### src/rtl/product_accumulator_pkg.sv
// ---------------------------------------------------------------------------
// product_accumulator_pkg
// Shared definitions for the product accumulator:
//   - FSM state encoding (S_ACC collects products, S_OUT presents a sum)
//   - default widths for products, accumulator and term counter
//   - sat_add: width-generic saturating add used by the accumulator
// ---------------------------------------------------------------------------
package product_accumulator_pkg;

  localparam int PROD_W_DEF  = 16;
  localparam int ACC_W_DEF   = 24;
  localparam int CNT_W_DEF   = 4;
  localparam int N_TERMS_DEF = 8;

  // Widest accumulator sat_add can handle.
  localparam int SAT_MAX_W = 64;

  typedef enum logic [0:0] {
    S_ACC = 1'b0,
    S_OUT = 1'b1
  } state_t;

  // Adds two values that both fit in w bits (w < SAT_MAX_W).
  // Result: bit [SAT_MAX_W] = carry out of bit w-1, bits [w-1:0] = sum,
  // forced to all ones when the add carried.
  function automatic logic [SAT_MAX_W:0] sat_add(
    input logic [SAT_MAX_W-1:0] a,
    input logic [SAT_MAX_W-1:0] b,
    input int                   w
  );
    logic [SAT_MAX_W:0] s;
    logic [SAT_MAX_W:0] mask;
    logic               carry;
    s     = {1'b0, a} + {1'b0, b};
    // Both operands are below 2^w, so s >> w is either 0 or 1.
    carry = |(s >> w);
    mask  = ~({(SAT_MAX_W+1){1'b1}} << w);
    if (carry) begin
      sat_add = {1'b1, mask[SAT_MAX_W-1:0]};
    end else begin
      sat_add = {1'b0, s[SAT_MAX_W-1:0]};
    end
  endfunction

endpackage

### src/rtl/product_accumulator_rise_detect.sv
// ---------------------------------------------------------------------------
// rise_detect
// Registered rising-edge detector. o_rise is high in any cycle where i_d is
// high and was low at the previous clock edge, so a level held high yields a
// single detection.
// Ports:
//   clk    rising-edge clock
//   rst_n  asynchronous active-low reset (history register cleared to 0)
//   i_d    level input
//   o_rise i_d & ~(i_d delayed by one clock)
// ---------------------------------------------------------------------------
module rise_detect (
  input  logic clk,
  input  logic rst_n,
  input  logic i_d,
  output logic o_rise
);

  logic r_q;

  always_ff @(posedge clk or negedge rst_n) begin
    if (!rst_n) begin
      r_q <= 1'b0;
    end else begin
      r_q <= i_d;
    end
  end

  assign o_rise = i_d & ~r_q;

endmodule

### src/rtl/product_accumulator.sv
// ---------------------------------------------------------------------------
// product_accumulator
// Captures finished products from the sequential multiplier on the rising
// edge of its level done, sums N_TERMS of them with saturation, and presents
// each completed sum on a valid/ready port. While a sum is waiting one early
// product can be parked in a pending buffer; further products are dropped
// and flagged.
// Ports:
//   clk        rising-edge clock
//   reset      asynchronous active-low reset
//   clear      synchronous flush of partial sum, pending product and flags
//   prod_in    product from multiplier, sampled only on a capture
//   prod_done  multiplier done level; only its rising edge captures
//   next_op    one-cycle pulse after each product is absorbed
//   sum_out    completed sum
//   sum_valid  completed sum available
//   sum_ready  consumer ready
//   ovf        saturation happened in the group held on sum_out
//   drop_err   sticky: a product was lost with the pending buffer full
//   dbg_state  current FSM state (S_ACC=0, S_OUT=1)
//
// Output handshake: a sum transfers on a clock edge where sum_valid and
// sum_ready are both 1. Once raised, sum_valid stays 1 and sum_out/ovf stay
// constant until that transfer edge; sum_valid never depends on sum_ready.
// ---------------------------------------------------------------------------
module product_accumulator
  import product_accumulator_pkg::*;
#(
  parameter int PROD_W  = PROD_W_DEF,
  parameter int ACC_W   = ACC_W_DEF,   // must be >= PROD_W
  parameter int N_TERMS = N_TERMS_DEF, // 1 .. 2**CNT_W
  parameter int CNT_W   = CNT_W_DEF
) (
  input  logic              clk,
  input  logic              reset,
  input  logic              clear,
  input  logic [PROD_W-1:0] prod_in,
  input  logic              prod_done,
  output logic              next_op,
  output logic [ACC_W-1:0]  sum_out,
  output logic              sum_valid,
  input  logic              sum_ready,
  output logic              ovf,
  output logic              drop_err,
  output logic              dbg_state
);

  localparam logic [CNT_W-1:0] LAST_CNT = CNT_W'(N_TERMS - 1);

  // Registered state
  state_t             r_state;
  logic [ACC_W-1:0]   r_acc;
  logic [CNT_W-1:0]   r_cnt;
  logic [PROD_W-1:0]  r_pend;
  logic               r_pend_v;
  logic [ACC_W-1:0]   r_sum;
  logic               r_sum_valid;
  logic               r_next_op;
  logic               r_ovf;
  logic               r_drop_err;

  // Next-state values
  state_t             w_state_n;
  logic [ACC_W-1:0]   w_acc_n;
  logic [CNT_W-1:0]   w_cnt_n;
  logic [PROD_W-1:0]  w_pend_n;
  logic               w_pend_v_n;
  logic [ACC_W-1:0]   w_sum_n;
  logic               w_sum_valid_n;
  logic               w_next_op_n;
  logic               w_ovf_n;
  logic               w_drop_err_n;

  logic               w_cap;
  logic [PROD_W-1:0]  w_add_val;
  logic [SAT_MAX_W:0] w_sat;
  logic [ACC_W-1:0]   w_sat_sum;
  logic               w_sat_carry;
  logic               w_unused_sat;

  rise_detect u_done_rise (
    .clk    (clk),
    .rst_n  (reset),
    .i_d    (prod_done),
    .o_rise (w_cap)
  );

  // A parked product is always older than anything arriving now, so it is
  // absorbed first.
  assign w_add_val    = r_pend_v ? r_pend : prod_in;
  assign w_sat        = sat_add(SAT_MAX_W'(r_acc), SAT_MAX_W'(w_add_val), ACC_W);
  assign w_sat_sum    = w_sat[ACC_W-1:0];
  assign w_sat_carry  = w_sat[SAT_MAX_W];
  assign w_unused_sat = ^w_sat[SAT_MAX_W-1:ACC_W];

  always_comb begin
    w_state_n     = r_state;
    w_acc_n       = r_acc;
    w_cnt_n       = r_cnt;
    w_pend_n      = r_pend;
    w_pend_v_n    = r_pend_v;
    w_sum_n       = r_sum;
    w_sum_valid_n = r_sum_valid;
    w_next_op_n   = 1'b0;
    w_ovf_n       = r_ovf;
    w_drop_err_n  = r_drop_err;

    if (clear) begin
      w_state_n     = S_ACC;
      w_acc_n       = '0;
      w_cnt_n       = '0;
      w_pend_v_n    = 1'b0;
      w_sum_valid_n = 1'b0;
      w_ovf_n       = 1'b0;
      w_drop_err_n  = 1'b0;
    end else begin
      case (r_state)
        S_ACC: begin
          if (r_pend_v || w_cap) begin
            w_acc_n     = w_sat_sum;
            w_ovf_n     = r_ovf | w_sat_carry;
            w_next_op_n = 1'b1;
            // Pending slot was the source; refill it with a same-cycle capture.
            if (r_pend_v) begin
              w_pend_v_n = w_cap;
              if (w_cap) begin
                w_pend_n = prod_in;
              end
            end
            if (r_cnt == LAST_CNT) begin
              w_state_n     = S_OUT;
              w_cnt_n       = '0;
              w_sum_n       = w_sat_sum;
              w_sum_valid_n = 1'b1;
            end else begin
              w_cnt_n = r_cnt + CNT_W'(1);
            end
          end
        end
        S_OUT: begin
          if (r_sum_valid && sum_ready) begin
            w_state_n     = S_ACC;
            w_sum_valid_n = 1'b0;
            w_acc_n       = '0;
            w_cnt_n       = '0;
            w_ovf_n       = 1'b0;
          end
          // No absorbing here; one product may wait, the next is lost.
          if (w_cap) begin
            if (!r_pend_v) begin
              w_pend_n   = prod_in;
              w_pend_v_n = 1'b1;
            end else begin
              w_drop_err_n = 1'b1;
            end
          end
        end
        default: begin
          w_state_n = S_ACC;
        end
      endcase
    end
  end

  always_ff @(posedge clk or negedge reset) begin
    if (!reset) begin
      r_state     <= S_ACC;
      r_acc       <= '0;
      r_cnt       <= '0;
      r_pend      <= '0;
      r_pend_v    <= 1'b0;
      r_sum       <= '0;
      r_sum_valid <= 1'b0;
      r_next_op   <= 1'b0;
      r_ovf       <= 1'b0;
      r_drop_err  <= 1'b0;
    end else begin
      r_state     <= w_state_n;
      r_acc       <= w_acc_n;
      r_cnt       <= w_cnt_n;
      r_pend      <= w_pend_n;
      r_pend_v    <= w_pend_v_n;
      r_sum       <= w_sum_n;
      r_sum_valid <= w_sum_valid_n;
      r_next_op   <= w_next_op_n;
      r_ovf       <= w_ovf_n;
      r_drop_err  <= w_drop_err_n;
    end
  end

  assign next_op   = r_next_op;
  assign sum_out   = r_sum;
  assign sum_valid = r_sum_valid;
  assign ovf       = r_ovf;
  assign drop_err  = r_drop_err;
  assign dbg_state = r_state;

endmodule
### config.mk
export PLATFORM = sky130hd
export DESIGN_NAME = product_accumulator
export DESIGN_NICKNAME = d
export VERILOG_FILES = /design/src/rtl/product_accumulator_pkg.sv /design/src/rtl/product_accumulator_rise_detect.sv /design/src/rtl/product_accumulator.sv
export SDC_FILE = /design/constraint.sdc
export NUM_CORES = 1
export LEC_CHECK = 0
export ABC_AREA = 1
export CORE_ASPECT_RATIO = 1.1
export CORE_UTILIZATION = 54
export CTS_BUF_LIST = sky130_fd_sc_hd__clkbuf_8
export CTS_CLUSTER_SIZE = 12
export DETAILED_ROUTE_END_ITERATION = 7
export GPL_ROUTABILITY_DRIVEN = 0
export PLACE_DENSITY = 0.79
export SLEW_MARGIN = 20
export SYNTH_ARGS = -nofsm -noshare
export SYNTH_HDL_FRONTEND = slang
export SYNTH_SLANG_ARGS = --single-unit
### constraint.sdc
create_clock -name clk -period 2.5 [get_ports clk]
set_input_delay 0.25 -clock clk [delete_from_list [all_inputs] [get_ports clk]]
set_output_delay 0.25 -clock clk [all_outputs]
set_load 0.02 [all_outputs]
# == Word level (Yosys, flattened, before mapping) ==
# Index checks and enable logic that the tools add are counted.
# word_totals
regBits,75
in_bits,21
output_inout_bits,29
wordCells,80
# classes
add_sub_neg,2
n_eq_ne,9
muxes,41
bitwise_logic,5
reduce_logical,12
# ops
cell,count
two-way mux 16 bit,5
two-way mux 24 bit,3
two-way mux 65 bit,1
case mux 24 bit (2 select lines),1
OR reduction 41 bit,1
case mux 16 bit (2 select lines),1
adder 24 x 16 -> 25 bit,1
two-way mux 1 bit,21
two-way mux 4 bit,4
case mux 1 bit (2 select lines),4
case mux 4 bit (2 select lines),1
"!= test 2 bit, second input constant",3
"!= test 3 x 2 -> 1 bit, second input constant",2
"!= test 3 bit, second input constant",2
AND reduction 3 bit,2
nonzero test 2 bit,3
AND reduction 5 bit,1
"adder 4 x 1 -> 4 bit, second input constant",1
"equality test 4 x 3 -> 1 bit, second input constant",1
AND reduction 2 bit,2
AND reduction 4 bit,1
NOT 1 bit,3
"!= test 2 x 1 -> 1 bit, second input constant",1
AND 1 bit,1
3 further kinds,3

# == Logic depth before layout (Yosys ltp) ==
# Gate-level depths: netlist of run 1.
# depth
ltp_word,8
ltp_mapped,17
ltp_nobuf,15

# == Cells and area by module ==
# A second synthesis of run 1 with hierarchy kept.
# hier_totals
hier_cells,731
hier_area_um2,4951.0
# by_module_without_submodules
module,n_inst,cells_each,area_per_inst_um2,seq_area_each_um2
product_accumulator,1,728,4916.0,1851.8
rise_detect,1,3,35.0,25.0

# == Least setup slack after synthesis of run 1 ==
# No wires, ideal clock.
# synth_path
kind,register to register
startpoint,reg r_pend_v
endpoint,reg r_acc[11]
setup_ns,0.117
arrival_ns,2.307
t_required_ns,2.383
slack_ns,0.076
stages_incl_launch_ff,18
path_buffers,3
period_less_slack_ns,2.424
cell_sequence,dfrtp_1 clkbuf_1 buf_2 nand2_1 o21ai_0 ha_1 fa_1 nand2_1 nand2_1 nand3_1 nand2_1 nand2_1 nand2_2 nand2_4 buf_6 nand3_2 nand2_1 nand2_1
# synth_via
elab_chain_cells,7
word_cells_on_any_way,10
classes_between,add/sub: 1; eq/ne: 1; mux: 5; reduce/logical: 3
# synth_lines
element,line_no,rtl
from (decl),product_accumulator.sv:55,logic r_pend_v;
from (signal assigned),product_accumulator.sv:182,r_pend_v <= w_pend_v_n;
two-way mux 16 bit,n/a,
adder 24 x 16 -> 25 bit,product_accumulator_pkg.sv:34,"s = {1'b0, a} + {1'b0, b};"
OR reduction 41 bit,product_accumulator_pkg.sv:36,carry = |(s >> w);
two-way mux 65 bit,product_accumulator_pkg.sv:38,if (carry) begin
two-way mux 24 bit,product_accumulator.sv:119,if (r_pend_v || w_cap) begin
case mux 24 bit (2 select lines),product_accumulator.sv:117,case (r_state)
two-way mux 24 bit,product_accumulator.sv:108,if (clear) begin
to (signal assigned),product_accumulator.sv:179,r_acc <= w_acc_n;
to (decl),product_accumulator.sv:52,logic [ACC_W-1:0] r_acc;
# Parallel ways exist; a longest one is shown, timed or not. The select of a mux whose other input is x is not followed.
# A chain may end at the register's enable or synchronous reset.

# == Final worst setup path of run 1 ==
# layout_path
startpoint,reg r_pend_v
endpoint,reg r_sum[17] (netlist: sum_out[17])
# layout_via
elab_chain_cells,4
word_cells_on_any_way,6
classes_between,add/sub: 1; mux: 2; reduce/logical: 3
# layout_lines
element,line_no,rtl
two-way mux 16 bit,n/a,
adder 24 x 16 -> 25 bit,product_accumulator_pkg.sv:34,
OR reduction 41 bit,product_accumulator_pkg.sv:36,
two-way mux 65 bit,product_accumulator_pkg.sv:38,
to (signal assigned),product_accumulator.sv:183,r_sum <= w_sum_n;
to (decl),product_accumulator.sv:56,logic [ACC_W-1:0] r_sum;
# Parallel ways exist; a longest one is shown, timed or not.

==> metrics.csv, run 1 <==
metric,value,unit
ys_seq_elements,75,
port_buffers,49,
maxSlewViolCount,0,
io_pins,50,
final.min_clock_period,2363,ps
swShare,0.2935,
cp.arrival,2620,ps
drcViolationCount,0,
root_buffer,clkbuf_8,
overflow,0,
skew,8.216,ps
dpl.hpwl,9055,um
wl_per_cell,13.68,um
crit_top_cell,nand2_1,
cp_top_family,simple AND/OR/NAND/NOR gates,
cp.required,2760,ps
p_int,2.107,mW
synthToLayoutAreaGrowth,24.46,%
ys_seq_area_frac,0.3841,
clk_latency,360,ps
die-height,101.8,um
drt_iter0_drc,305,
critPathMaxFanout,30,
seq_area,1877,um2
hold_viol,0,
grt_pass1_vias,4609,
power_switching,0.8753,mW
comb_power_share,0.213,
crit_path_start_kind,flip-flop,
cp-end-kind,flip-flop,
num_rows,36,
yosys_warnings,0,
grt_pass1_wl,20730,um
clkTransAtPathRegs,80,ps
cts_max_path_buffers,2,
vias_per_cell,5.228,
synth-main-ff-cell,dfrtp_1,
synth_area_per_cell,6.702,um2
utilization,0.6888,
routed_wl,12670,um
p_leak,3.358,nW
die-area,9433,um2
crit_buf_inv,2,
dp.cells,909,
n_antenna_cell,0,
grt_antenna_before_repair,0,
clock_sinks,75,
grt_max_degree,76,
cts_tree,yes,
outcome,"complete, no violations",
drt_pass1_iterations,5,
synth.distinct_cells,33,
postSynthCellCount,729,
gr-usage-all-layers,0.2813,
nNetsFinal,846,
cts_buffers,9,
ant_nets,0,
ys_async_sr_fraction,1.000,
via_count,4841,
layout-drive-gt1-share,0.1416,
period_share,0.9453,
start_util,0.5534,
n_fill_cell,748,
core,8828,um2
multi_input_area,2639,um2
pwr-share-seq,0.438,
path_cells,buf_12 > o21ai_1 > ha_1 > buf_4 > nand2_1 > nand2_1 > nand2_1 > nand2_1 > nand2_1 > nand3_1 > nand2_1 > nand2_1 > nand2_1 > nand3_2 > nand2_1 > nand2_1,
max-slew-margin-rel,0.3599,
criticalPathCategory,flip-flop to flip-flop,
fin_cells,926,
ir_worst_vdd,396.4,uV
crit_path_max_incr_delay,410,ps
max_freq,423.2,MHz
dieWidth,92.70,um
setup_viol,0,
p_per_area,490.4,nW/um2
hold_path.class,input pin to async pin,
synth_nets,768,
max-cap-violations,0,
clock_power_share,0.349,
worstMarginPinSlew,960.1,ps
crit_slowest_cell,dfrtp_1,
synth_edf_count,0,
htreeDepth,3,
netlist_area,4886,um2
power groups by stage:
stage	Combinational, mW	Clock (mW)	Sequential [mW]
floorplan	0.363	0	1.32
global placement	0.574	0	1.32
detailed placement	0.594	0	1.33
CTS	0.601	1.06	1.30
global route	0.712	1.11	1.31
finish	0.636	1.04	1.30
final cells by class:
cell class | count | share of cell area
timing repair buffer | 89 | 0.1387
clock inverter | 6 | 0.01337
tap | 114 | 0.02346
multi-input combinational | 536 | 0.4340
clock buffer | 10 | 0.02263
inverter | 96 | 0.05926
sequential | 75 | 0.3086
metrics by stage:
stage | TNS (ps) | hold slack [ps] | power [mW] | setup slack (ps) | instance area, um2
final | 0 | 26.99 | 2.982 | 136.8 | 6081
after global routing | -205.4 | 95.09 | 3.134 | -83.58 | 6081
after CTS | 0 | 59.18 | 2.961 | 21.82 | 5949
after detailed placement | -3619 | 456.5 | 1.920 | -132.2 | 5731
after global placement | -77.02 | 446.1 | 1.896 | -26.51 | 5731
after floorplan | 0 | -45.59 | 1.687 | 76.38 | 4886
placed cells by master (no fill, tap or decap), types with 2 or more instances in the layout:
cell             synthesis  layout
o21ai_2                  0       2
nor3_2                   0       2
nand3_1                 27      27
nand2_2                 14      20
buf_4                    3      37
a21oi_1                 25      22
ha_1                    17      12
nand4_1                  5       5
or2_2                    2       2
bufinv_16                0       2
clkbuf_8                 0      10
dfrtp_1                 75      75
xor2_1                   8       8
clkdlybuf4s50_1          0      48
nor2_2                   2       9
ha_2                     0       2
nor2_4                   2       2
nor2_1                  53      46
nand2_1                312     306
nor3_1                   4       2
ha_4                     0       3
nand3_2                 11      11
and2_1                   2       2
inv_1                   95      97
o21ai_0                 41      27
buf_12                   0       3
o21ai_1                  2      14
a21oi_2                  0       3
metal layers:
layer	up-vias	GRT usage	share of wire
met5	-	0	0
met4	0	0.1325	0.028
met3	33	0.04880	0.047
met2	157	0.4707	0.49
met1	2250	0.3566	0.43
li1	2401	-	-
sequential cells by signal, indices dropped and copies added, names as in the netlist:
name and count:
next_op 1, u_done_rise.r_q 1, drop_err 1, r_acc 24
sum_out 24, sum_valid 1, r_pend_v 1, r_cnt 4
dbg_state 1, ovf 1, r_pend 16
cell usage after synthesis (2+ instances only):
cell type  number  area [um2]
xor2_1          8       70.07
o21ai_0        41       205.2
buf_4           3       22.52
and2_1          2       12.51
buf_6           2       22.52
nor2_1         53       198.9
nand2_2        14       87.58
o21ai_1         2       10.01
ha_1           17       212.7
or2_2           2       12.51
a21oi_1        25       125.1
nand2_1       312        1171
nor3_1          4       20.02
buf_1           2       7.510
clkbuf_1        9       33.78
nand4_1         5       31.28
nor2_4          2       22.52
buf_2           6       30.03
nor2_2          2       12.51
inv_1          95       356.6
nand3_1        27       135.1
dfrtp_1        75        1877
nand3_2        11       110.1
path summary, 6_finish.rpt:
| kind | startpoint | cells past startpoint | slack, ps | endpoint |
|---|---|---|---|---|
| setup / recovery | r_pend_v | 16 | 140 | sum_out[17] |
| hold / removal | reset | 1 | 30 | r_pend[8] |
| setup reg to reg | r_pend_v | 16 | 140 | sum_out[17] |
| hold reg to reg | sum_out[10] | 2 | 490 | sum_out[10] |
| max in group asynchronous | reset | 1 | 1830 | r_acc[23] |
| min in group clk | prod_done | 1 | 350 | u_done_rise.r_q |
logic make-up (layout without fill, tap and decap cells):
logic type,Yosys count,count (layout),share of synthesized area
AND/OR/NAND/NOR,438,438,0.3808
adder cells (fa/ha/maj),18,18,0.04763
flip-flops,75,75,0.3841
buffers and inverters,118,201,0.09757
XOR/XNOR,8,8,0.01434
AO/OA/AOI/OAI,72,72,0.07555
worst register-to-register path, delay by kind of cell (launching register included):
kind                       cells  cell delay (ps)
buffers and inverters          2              330
AOI/OAI and AO/OA              1              230
adders and majority gates      1              320
and+or+nand+nor               12              950
DFF                            1              410
repair_timing:
action,in CTS,in global routing
buffers inserted,0,0
gates resized for setup,0,40
setup endpoints to repair,0,49
hold endpoints to repair,0,0
hold buffers,0,0
(Power assumes the default switching activity.)
==> run 2: changes to the inputs <==
--- a/config.mk
+++ b/config.mk
@@ -6,6 +6,7 @@
 export NUM_CORES = 1
 export LEC_CHECK = 0
 export ABC_AREA = 1
+export CAP_MARGIN = 0
 export CORE_ASPECT_RATIO = 1.1
 export CORE_UTILIZATION = 54
 export CTS_BUF_LIST = sky130_fd_sc_hd__clkbuf_8
==> results of run 2 <==
Final layout, timing and power as in run 1 (identical DEF).
==> run 3: changes to the inputs <==
--- a/config.mk
+++ b/config.mk
@@ -5,15 +5,15 @@
 export SDC_FILE = /design/constraint.sdc
 export NUM_CORES = 1
 export LEC_CHECK = 0
-export ABC_AREA = 1
+export ABC_AREA = 0
 export CAP_MARGIN = 0
 export CORE_ASPECT_RATIO = 1.1
-export CORE_UTILIZATION = 54
+export CORE_UTILIZATION = 52
 export CTS_BUF_LIST = sky130_fd_sc_hd__clkbuf_8
 export CTS_CLUSTER_SIZE = 12
 export DETAILED_ROUTE_END_ITERATION = 7
 export GPL_ROUTABILITY_DRIVEN = 0
-export PLACE_DENSITY = 0.79
+export PLACE_DENSITY = 0.78
 export SLEW_MARGIN = 20
 export SYNTH_ARGS = -nofsm -noshare
 export SYNTH_HDL_FRONTEND = slang
==> constraint.sdc (replaced) <==
create_clock -name clk -period 2.5 [get_ports clk]
set_input_delay 0.5 -clock clk [delete_from_list [all_inputs] [get_ports clk]]
set_output_delay 0.5 -clock clk [all_outputs]
set_load 0.02 [all_outputs]
==> metrics.csv, run 3 <==
metric,value,unit,change
cts_max_path_buffers,2,,unchanged
criticalPathCategory,flip-flop to flip-flop,,
grt_pass1_vias,3563,,-23%
core,7597,um2,-14%
period_share,1.209,,+0.2637
ys_seq_area_frac,0.4494,,+0.06525
drcViolationCount,0,,unchanged
start_util,0.5497,,-0.003693
port_buffers,49,,unchanged
clkTransAtPathRegs,80,ps,about the same
dp.cells,636,,-30%
max_freq,330.9,MHz,-22%
dpl.hpwl,7345,um,-19%
netlist_area,4177,um2,-15%
yosys_warnings,0,,unchanged
synthToLayoutAreaGrowth,37.51,%,
critPathMaxFanout,5,,-83%
synth_top_area_frac,0.4494,,+0.06525
cp.arrival,3260,ps,+640 ps
dp_slack,-976.2,ps,-844.0 ps
drt_pass1_iterations,5,,unchanged
layout-drive-gt1-share,0.3267,,+0.1851
fin_cells,659,,-29%
io_pins,50,,unchanged
place_area,5214,um2,-9.0%
final_area,5743,um2,-5.6%
hold_path.class,input pin to async pin,,
htreeDepth,3,,unchanged
outcome,"complete, but fails checks",,
vias_per_cell,5.944,,+14%
cts_hold_buf,0,,unchanged
r2r_start,r_pend_v,,
routed_wl,11640,um,-8.2%
drt_iter0_drc,328,,+7.5%
die-area,8395,um2,-11%
die-height,96.00,um,-5.7%
grt_max_degree,42,,-45%
utilization,0.7559,,+0.06715
violations,negative setup slack,,
skew,9.974,ps,+1.759 ps
fin_ws,-522.4,ps,-659.2 ps
dieWidth,87.45,um,-5.7%
grt_antenna_before_repair,0,,unchanged
p_per_area,488.4,nW/um2,-0.42%
root_buffer,clkbuf_8,,
ys_async_sr_fraction,1.000,,unchanged
cts_tree,yes,,
final_cell_mix,"74 x dfrtp_1, 56 x buf_4, 55 x nand2_1, 47 x clkdlybuf4s50_1, 35 x o21ai_1",,
synth_nets,483,,-37%
ant_nets,0,,unchanged
n_fill_cell,507,,-32%
synth.most_common_cell,dfrtp_1,,
cp-end-kind,flip-flop,,
yosysTopAreaCell,dfrtp_1,,
wl_per_cell,17.66,um,+29%
final_common_cell,dfrtp_1,,
synth-main-ff-cell,dfrtp_1,,
synth_edf_count,0,,unchanged
final.min_clock_period,3022,ps,+659.2 ps
postSynthCellCount,444,,-39%
via_count,3917,,-19%
crit_path_start_kind,flip-flop,,
power,2.805,mW,-5.9%
max-slew-margin-rel,0.6558,,+0.2959
gr-usage-all-layers,0.2634,,-0.01795
synth.distinct_cells,51,,+55%
cp.required,2740,ps,-20 ps
synthTopCellsByArea,"dfrtp_1 45%, mux2_2 8.6%, o21ai_0 7.1%",,
num_rows,33,,-8.3%
n_antenna_cell,0,,unchanged
clk_latency,360,ps,about the same
rsz0062_at_grt,yes,,
max-cap-violations,0,,unchanged
yosys-top-cells-count,"75 x dfrtp_1, 59 x o21ai_0, 56 x nand2_1",,
ir_worst_vdd,275.5,uV,-30%
maxSlewViolCount,0,,unchanged
cts_buffers,9,,unchanged
ys_seq_elements,75,,unchanged
nNetsFinal,589,,-30%
grt_pass1_wl,16840,um,-19%
worstMarginPinSlew,515.2,ps,-444.9 ps
synth_area_per_cell,9.407,um2,+40%
startpoint,r_pend_v,,
p_leak,2.541,nW,-24%
setup_viol,49,,+49
clock_sinks,75,,unchanged
overflow,0,,unchanged
hold_viol,0,,unchanged
-- run 3: cell types whose count changed in the layout (fill, tap and decap cells not counted), moves of 19 or more --
| cell | change |
|---|---|
| nand2_2 | -19 |
| buf_4 | +19 |
| o21ai_1 | +21 |
| mux2_2 | +31 |
| inv_1 | -88 |
| nand2_1 | -251 |
| nand3_1 | -19 |
-- run 3: final timing paths --
kind	end	slack, ps	cells past startpoint
worst max-delay path	sum_out[22]	-520	10
worst min-delay path	r_pend[7]	80	1
worst max register to register	sum_out[22]	-520	10
worst min register to register	sum_out[10]	490	2
max in group asynchronous	r_acc[18]	1840	2
min in group clk	sum_out[10]	490	2
-- run 3: kinds of logic after synthesis --
family | after synthesis | share of synthesized area
adder cells (fa/ha/maj) | 18 | 0.05572
buffers and inverters | 27 | 0.02786
AO/OA/AOI/OAI | 125 | 0.1788
flip-flops | 75 | 0.4494
AND/OR/NAND/NOR | 148 | 0.1615
XOR/XNOR | 17 | 0.03565
multiplexers | 34 | 0.09107
-- run 3: per-layer routing --
layer	part of all wire	routed length, um	GRT usage	vias to the layer above
met4	0.039	458	0.1352	0
met5	0	0	0	-
met3	0.061	704	0.04374	46
met1	0.41	4790	0.3420	1903
li1	-	-	-	1785
met2	0.49	5683	0.4251	183
-- run 3: worst max-delay path, cell delays in order, from the launching register on --
cell	delay (ps)
dfrtp_2	480
mux2_4	330
ha_4	160
fa_2	340
a21o_1	190
a221o_1	350
a21o_1	200
a211o_4	360
nor3b_4	180
xnor2_1	210
a21oi_1	100
-- run 3: layout make-up --
type,count,area [um2],area share
flip-flops and latches,75,1878,0.3270
clock inverters,5,30.03,0.005229
repair buffers,110,984.7,0.1715
clock buffers,10,137.6,0.02397
inverters,9,33.78,0.005882
well taps,105,131.4,0.02288
multi-input cells,345,2547,0.4436
-- run 3: stage by stage --
step / hold slack [ps] / setup TNS [ps]
3_5_place_dp: 472.7 / -45340
4_1_cts: 100.4 / -22190
3_3_place_gp: 468.6 / -43660
5_1_grt: 121.3 / -25060
6_report: 78.87 / -21840
2_1_floorplan: 204.4 / -26270
-- run 3: report_power, final --
part	internal (mW)	switching (mW)	total, mW
clock network	0.376	0.457	0.833
registers	1.26	0.0324	1.29
logic	0.328	0.351	0.680
total	1.96	0.841	2.80
-- run 3: what timing repair did --
item | CTS | global route
endpoints found under the setup margin | 49 | 49
gates cloned | 1 | 2
resized for setup | 32 | 66
pin swaps | 8 | 29
buffers inserted | 3 | 2
